`src/rtl/adder_pkg.sv`:
```
// Shared constants and the in-flight tag type for the four-operand adder and its arbiter.
package adder_pkg;

  localparam int OP_W        = 13;
  localparam int SUM_W       = 15;
  localparam int OPS_PER_REQ = 4;
  localparam int REQ_OPS_W   = OP_W * OPS_PER_REQ;
  localparam int CNT_W       = 16;
  // Wide enough for the largest supported requester count (8).
  localparam int ID_MAX_W    = 3;

  typedef struct packed {
    logic                valid;
    logic [ID_MAX_W-1:0] id;
  } tag_t;

endpackage

```
`src/rtl/adder_arbiter_if.sv`:
```
// Requester and result bus between compute clients and the shared adder arbiter.
interface adder_arbiter_if
  import adder_pkg::*;
#(
  parameter int N_REQ = 4,
  parameter int ID_W  = 2
);

  // Requester i hands off an operation in a cycle where req_valid[i] and req_ready[i]
  // are both high; req_valid/req_ops must hold until then. Results have no back-pressure:
  // res_id/res_data must be taken in the cycle res_valid is high.
  logic [N_REQ-1:0]           req_valid;
  logic [N_REQ*REQ_OPS_W-1:0] req_ops;
  logic [N_REQ-1:0]           req_ready;
  logic                       res_valid;
  logic [ID_W-1:0]            res_id;
  logic [SUM_W-1:0]           res_data;

  modport master (
    output req_valid, req_ops,
    input  req_ready, res_valid, res_id, res_data
  );

  modport slave (
    input  req_valid, req_ops,
    output req_ready, res_valid, res_id, res_data
  );

endinterface

```
`src/rtl/adder_arbiter_adder4.sv`:
```
// Two-stage pipelined four-operand unsigned adder: pair sums, then the final sum.
module adder_arbiter_adder4
  import adder_pkg::*;
(
  input  logic             clk,
  input  logic             rst_n,
  input  logic [OP_W-1:0]  op1,
  input  logic [OP_W-1:0]  op2,
  input  logic [OP_W-1:0]  op3,
  input  logic [OP_W-1:0]  op4,
  output logic [SUM_W-1:0] sum
);

  logic [OP_W:0]    s01_d, s01_q;
  logic [OP_W:0]    s23_d, s23_q;
  logic [SUM_W-1:0] sum_d, sum_q;

  always_comb begin
    s01_d = {1'b0, op1} + {1'b0, op2};
    s23_d = {1'b0, op3} + {1'b0, op4};
    sum_d = {1'b0, s01_q} + {1'b0, s23_q};
  end

  always_ff @(posedge clk or negedge rst_n) begin
    if (!rst_n) begin
      s01_q <= '0;
      s23_q <= '0;
      sum_q <= '0;
    end else begin
      s01_q <= s01_d;
      s23_q <= s23_d;
      sum_q <= sum_d;
    end
  end

  assign sum = sum_q;

endmodule

```
`src/rtl/adder_arbiter.sv`:
```
// Round-robin arbiter sharing one pipelined four-operand adder between N_REQ requesters;
// a two-stage tag pipeline labels each result with its requester ID.
module adder_arbiter
  import adder_pkg::*;
#(
  parameter int N_REQ = 4,
  parameter int ID_W  = 2
)(
  input  logic              clk,
  input  logic              rst_n,
  input  logic              en,
  adder_arbiter_if.slave    bus,
  output logic              busy,
  output logic [CNT_W-1:0]  done_cnt,
  output logic [ID_W-1:0]   ptr_dbg
);

  logic [ID_W-1:0]      ptr_d, ptr_q;
  tag_t                 tag0_d, tag0_q;
  tag_t                 tag1_d, tag1_q;
  logic [CNT_W-1:0]     cnt_d, cnt_q;

  logic                 grant;
  logic [ID_W-1:0]      grant_id;
  logic [ID_W-1:0]      cand;
  logic [REQ_OPS_W-1:0] ops_sel;

  // Search from ptr upward, wrapping; the first valid requester wins.
  always_comb begin
    grant    = 1'b0;
    grant_id = '0;
    cand     = '0;
    for (int k = 0; k < N_REQ; k++) begin
      cand = ID_W'((int'(ptr_q) + k) % N_REQ);
      if (en && !grant && bus.req_valid[cand]) begin
        grant    = 1'b1;
        grant_id = cand;
      end
    end
  end

  always_comb begin
    ops_sel = '0;
    ptr_d   = ptr_q;
    if (grant) begin
      ops_sel = bus.req_ops[int'(grant_id)*REQ_OPS_W +: REQ_OPS_W];
      ptr_d   = (int'(grant_id) == N_REQ - 1) ? '0 : grant_id + 1'b1;
    end
    tag0_d = '{valid: grant, id: ID_MAX_W'(grant_id)};
    tag1_d = tag0_q;
    cnt_d  = cnt_q;
    if (tag1_q.valid && cnt_q != '1) begin
      cnt_d = cnt_q + 1'b1;
    end
  end

  always_ff @(posedge clk or negedge rst_n) begin
    if (!rst_n) begin
      ptr_q  <= '0;
      tag0_q <= '0;
      tag1_q <= '0;
      cnt_q  <= '0;
    end else begin
      ptr_q  <= ptr_d;
      tag0_q <= tag0_d;
      tag1_q <= tag1_d;
      cnt_q  <= cnt_d;
    end
  end

  adder_arbiter_adder4 u_adder (
    .clk   (clk),
    .rst_n (rst_n),
    .op1   (ops_sel[OP_W-1:0]),
    .op2   (ops_sel[2*OP_W-1:OP_W]),
    .op3   (ops_sel[3*OP_W-1:2*OP_W]),
    .op4   (ops_sel[4*OP_W-1:3*OP_W]),
    .sum   (bus.res_data)
  );

  assign bus.req_ready = grant ? (N_REQ'(1) << grant_id) : '0;
  assign bus.res_valid = tag1_q.valid;
  assign bus.res_id    = tag1_q.id[ID_W-1:0];
  assign busy          = tag0_q.valid | tag1_q.valid;
  assign done_cnt      = cnt_q;
  assign ptr_dbg       = ptr_q;

endmodule
```
`src/flat_wrapper.sv`:
```
// flat-port wrapper written by rule: the top's interface ports become plain ports
module adder_arbiter_flat import adder_pkg::*;
#(
  parameter int N_REQ = 4,
  parameter int ID_W  = 2
)
  (clk, rst_n, en, busy, done_cnt, ptr_dbg, bus_req_valid, bus_req_ops, bus_req_ready, bus_res_valid, bus_res_id, bus_res_data);
  adder_arbiter_if #(.N_REQ(N_REQ), .ID_W(ID_W)) bus_i ();
  input  logic clk;
  input  logic rst_n;
  input  logic en;
  output logic busy;
  output logic [CNT_W-1:0] done_cnt;
  output logic [ID_W-1:0] ptr_dbg;
  input wire logic [$bits(bus_i.req_valid)-1:0] bus_req_valid;
  input wire logic [$bits(bus_i.req_ops)-1:0] bus_req_ops;
  output wire logic [$bits(bus_i.req_ready)-1:0] bus_req_ready;
  output wire logic [$bits(bus_i.res_valid)-1:0] bus_res_valid;
  output wire logic [$bits(bus_i.res_id)-1:0] bus_res_id;
  output wire logic [$bits(bus_i.res_data)-1:0] bus_res_data;
  assign bus_i.req_valid = bus_req_valid;
  assign bus_i.req_ops = bus_req_ops;
  assign bus_req_ready = bus_i.req_ready;
  assign bus_res_valid = bus_i.res_valid;
  assign bus_res_id = bus_i.res_id;
  assign bus_res_data = bus_i.res_data;
  adder_arbiter #(.N_REQ(N_REQ), .ID_W(ID_W)) u_core (.clk(clk), .rst_n(rst_n), .en(en), .bus(bus_i), .busy(busy), .done_cnt(done_cnt), .ptr_dbg(ptr_dbg));
endmodule
```
`config.mk`:
```
export PLATFORM = sky130hd
export DESIGN_NAME = adder_arbiter_flat
export DESIGN_NICKNAME = d
export VERILOG_FILES = /design/src/rtl/adder_pkg.sv /design/src/rtl/adder_arbiter_if.sv /design/src/rtl/adder_arbiter_adder4.sv /design/src/rtl/adder_arbiter.sv /design/src/flat_wrapper.sv
export SDC_FILE = /design/constraint.sdc
export NUM_CORES = 1
export LEC_CHECK = 0
export CORE_MARGIN = 5
export CORE_UTILIZATION = 39
export CTS_CLUSTER_DIAMETER = 100
export DETAILED_ROUTE_END_ITERATION = 12
export HOLD_SLACK_MARGIN = 0.03
export PLACE_DENSITY = 0.79
export SETUP_SLACK_MARGIN = 0.02
export SLEW_MARGIN = 25
export SYNTH_ARGS = -nofsm -noshare
export SYNTH_HDL_FRONTEND = slang
export SYNTH_SLANG_ARGS = --single-unit
```
`constraint.sdc`:
```
create_clock -name clk -period 3.3 [get_ports clk]
set_input_delay 0.825 -clock clk [delete_from_list [all_inputs] [get_ports clk]]
set_output_delay 0.825 -clock clk [all_outputs]
set_load 0.01 [all_outputs]
```
==> reports/qor.csv, run 1 <==
stage,metric,value,unit
detailed_routing,postRouteAntennaNets,0,
worst_hold_path,hp-start,u_core.tag0_q[0],
placed_design,portBuffers,255,
sta,worst_slew_pin_slew,0.773,ns
sta,min_period,3.67,ns
finish,layout-drive-gt1-share,28.3,%
detailed_routing,vias,6266,
worst_hold_path,min_path_type,reg2reg,
worst_hold_path,min_to,u_core.bus.res_id[0],
sta,final-hold-violation-count,0,
clock_tree,cts_buffers,9,
run,max-cap-violations,0,
sta,clock_skew,0.0112,ns
floorplan,die_y,131,µm
synthesis,synth_async_sr_flop_share,100,%
worst_setup_path,critPathArrivalTime,3.92,ns
worst_setup_path,end_kind,flip-flop,
run_status,status,"complete, but fails checks",
detailed_routing,drc,0,
synthesis,ys_seq_area_share,29.5,%
floorplan,dieWidth,131,µm
worst_hold_path,min_path_cells,0,
detailed_routing,wl_per_cell,19.1,µm
worst_setup_path,critPathLaunchType,primary input,
sta,rsz0062_at_grt,true,
synthesis,yosys_warnings,0,
synthesis,synth.area.top_cells,"dfrtp_1, mux2i_1, ha_1",
sta,fmax,0.272,GHz
synthesis,synth_seq_cells,67,
worst_setup_path,cp.required,3.54,ns
clock_tree,cts-root-buf,clkbuf_16,
sta,timing.hold.ws,0.351,ns
floorplan,start_util,39.4,%
placed_design,dp.cells,1099,
sta,final.period_utilization,111,%
worst_setup_path,r2r_setup_slack,-0.32,ns
floorplan,die-area,0.0171,mm²
sta,setup_violations,20,
finish,n_antenna_cell,0,
synthesis,syn-num-nets,860,
power,design_power_total,0.00827,W
floorplan,num_rows,44,
detailed_routing,drt_wl_total,22.1,mm
detailed_routing,avgViaCountPerCell,5.41,
worst_setup_path,reg2reg_to,u_core.u_adder.s01_q[12],
synthesis,syn-instance-count,597,
worst_setup_path,criticalPathCategory,in2reg,
power,vdd_drop_max,0.000322,V
sta,worst_slack,-0.371,ns
synthesis,synthFlopType,dfrtp_1,
clock_tree,insertion_delay,0.33,ns
synthesis,synth_edf_count,0,
global_route,antenna_found_initial,0,
global_route,grt_pass1_wl,30.1,mm
synthesis,synth_area_leader_cell,dfrtp_1,
clock_tree,cts_hold_buf,0,
global_route,gr-total-overflow,0,
power,power_density,779,mW/mm²
finish,final_cells,1159,
global_route,grt_max_degree,36,
clock_tree,path_clk_slew,0.06,ns
placed_design,gp_congestion,0.921,
clock_tree,cts.sinks,67,
worst_setup_path,crit_path_max_fanout,6,
clock_tree,tritoncts,yes,
sta,tns,-3.36,ns
global_route,track_usage,22.5,%
synthesis,post-synth-top-count-cell,mux2i_1,
worst_setup_path,reg2reg_depth,19,
synthesis,yosys-top-cells-count,"mux2i_1, dfrtp_1, o22ai_1",
synthesis,synth_cell_type_count,53,
placed_design,hpwl,15.9,mm
finish,areaGrowthSynthToFinish,86.5,%
synthesis,syn_area,0.00569,mm²
finish,fillers,971,
synthesis,avgSynthCellArea,9.53,µm²
floorplan,core,0.0144,mm²
detailed_routing,drt-initial-drc-count,223,
global_route,grt_pass1_vias,6120,
clock_tree,cts.path.max_buffers,2,
placed_design,pre_cts_slack,-1.12,ns
power,leakagePower,4.93,nW
sta,drv_slew,0,
run_status,violations,negative setup slack,
sta,slew_headroom,48.4,%
floorplan,ios,256,
finish,final_nets,1233,
synthesis,synth_top_cell_area_share,29.5,%
worst_setup_path,r2r_start,u_core.ptr_dbg[1],
detailed_routing,drt_pass1_iterations,5,
clock_tree,htree_levels,3,
[flip-flops by register name, indices dropped and copies added, names as in the netlist]
signal	flops
u_core.u_adder.sum	15
u_core.done_cnt	16
u_core.bus.res_valid	1
u_core.u_adder.s01_q	14
u_core.ptr_dbg	2
u_core.tag0_q	3
u_core.u_adder.s23_q	14
u_core.bus.res_id	2
[how the worst max path moves through the flow]
stage | start | endpoint
after floorplan | bus_req_valid[2] | u_core.u_adder.s01_q[10]
after detailed placement | bus_req_valid[1] | u_core.u_adder.s01_q[10]
after global routing | bus_req_valid[1] | u_core.u_adder.s01_q[12]
after CTS | bus_req_valid[1] | u_core.u_adder.s23_q[10]
after global placement | bus_req_valid[1] | u_core.u_adder.s01_q[12]
final | bus_req_valid[1] | u_core.u_adder.s01_q[12]
[cell families after synthesis]
logic type | synth area share [%]
adder cells (fa/ha/maj) | 11.0
buffers and inverters | 5.24
XOR/XNOR | 6.62
AO/OA/AOI/OAI | 18.1
flip-flops | 29.5
AND/OR/NAND/NOR | 10.4
multiplexers | 19.3
[metal layers]
layer | GRT usage [%] | wire [µm] | vias to the layer above
li1 | - | - | 2955
met4 | 7.26 | 937 | 0
met1 | 26.0 | 8130 | 2995
met2 | 42.1 | 11600 | 261
met5 | 0 | 0 | -
met3 | 3.58 | 1390 | 55
[what timing repair did]
action | 4_1_cts | 5_1_grt
pin swaps | 41 | 45
hold endpoints to repair | 0 | 0
endpoints found under the setup margin | 27 | 24
buffers inserted | 20 | 25
cloned | 2 | 2
gates resized for setup | 80 | 110
[where the power goes]
| group | total [W] | internal, W | switching, W |
|---|---|---|---|
| Clock | 0.000945 | 0.000601 | 0.000344 |
| Combinational | 0.00593 | 0.00320 | 0.00274 |
| Sequential | 0.00139 | 0.00119 | 0.000196 |
[per-stage QoR]
step / cell area, µm² / util [%]
floorplan: 5800 / -
CTS: 9870 / 68.4
global placement: 9180 / 63.6
global route: 10600 / 73.5
finish: 10600 / 73.5
detailed placement: 9180 / 63.6
[critical path, cell delays in order]
cell and delay, ns:
buf_8 0.11, nor3_1 0.23, a31oi_1 0.09, o22ai_2 0.24
a31oi_4 0.12, buf_6 0.15, buf_6 0.12, mux2i_4 0.17
o22ai_2 0.15, ha_2 0.20, inv_2 0.04, fa_2 0.39
nor2b_4 0.13, o21ai_2 0.08, a21boi_2 0.14, o211ai_1 0.19
buf_4 0.19, a31oi_4 0.16, xor2_1 0.18
[final cells by class]
cell class              count  area (µm²)  share of cell area (%)
clock buffers              11         243                    2.29
clock inverters             5        52.6                   0.496
inverters                  26         100                   0.944
multi-input cells         476        4440                    41.9
flip-flops and latches     67        1680                    15.8
well taps                 184         230                    2.17
repair buffers            390        3860                    36.4
[layout by cell type (no fill, tap or decap), drive strengths merged, types with 3 or more instances in the layout]
cell,count
inv,26
clkdlybuf4s50,245
mux2i,105
o211ai,5
nor2b,8
nand4,3
a21o,4
o21a,10
mux2,4
o21ai,29
nor2,42
dfrtp,67
a31oi,12
and3,4
and2,8
nand2b,10
a21oi,15
o22ai,55
xnor2,33
xor2,10
fa,3
nand3,10
clkbuf,13
buf,141
ha,45
nor3,4
nand2,21
a21boi,3
o41ai,4
clkinv,3
o22a,5
(Power assumes the default switching activity.)
==> inputs of run 2 (changes only) <==
--- a/config.mk
+++ b/config.mk
@@ -9,6 +9,7 @@
 export CORE_UTILIZATION = 39
 export CTS_CLUSTER_DIAMETER = 100
 export DETAILED_ROUTE_END_ITERATION = 12
+export GPL_ROUTABILITY_DRIVEN = 1
 export HOLD_SLACK_MARGIN = 0.03
 export PLACE_DENSITY = 0.79
 export SETUP_SLACK_MARGIN = 0.02
==> results of run 2 <==
The final DEF is identical to that of run 1; final timing and power are the same.
==> inputs of run 3 (changes only) <==
--- a/config.mk
+++ b/config.mk
@@ -5,12 +5,12 @@
 export SDC_FILE = /design/constraint.sdc
 export NUM_CORES = 1
 export LEC_CHECK = 0
+export CAP_MARGIN = 20
 export CORE_MARGIN = 5
 export CORE_UTILIZATION = 39
 export CTS_CLUSTER_DIAMETER = 100
 export DETAILED_ROUTE_END_ITERATION = 12
 export GPL_ROUTABILITY_DRIVEN = 1
-export HOLD_SLACK_MARGIN = 0.03
 export PLACE_DENSITY = 0.79
 export SETUP_SLACK_MARGIN = 0.02
 export SLEW_MARGIN = 25
==> results of run 3 <==
The final DEF is identical to that of run 1; final timing and power are the same.
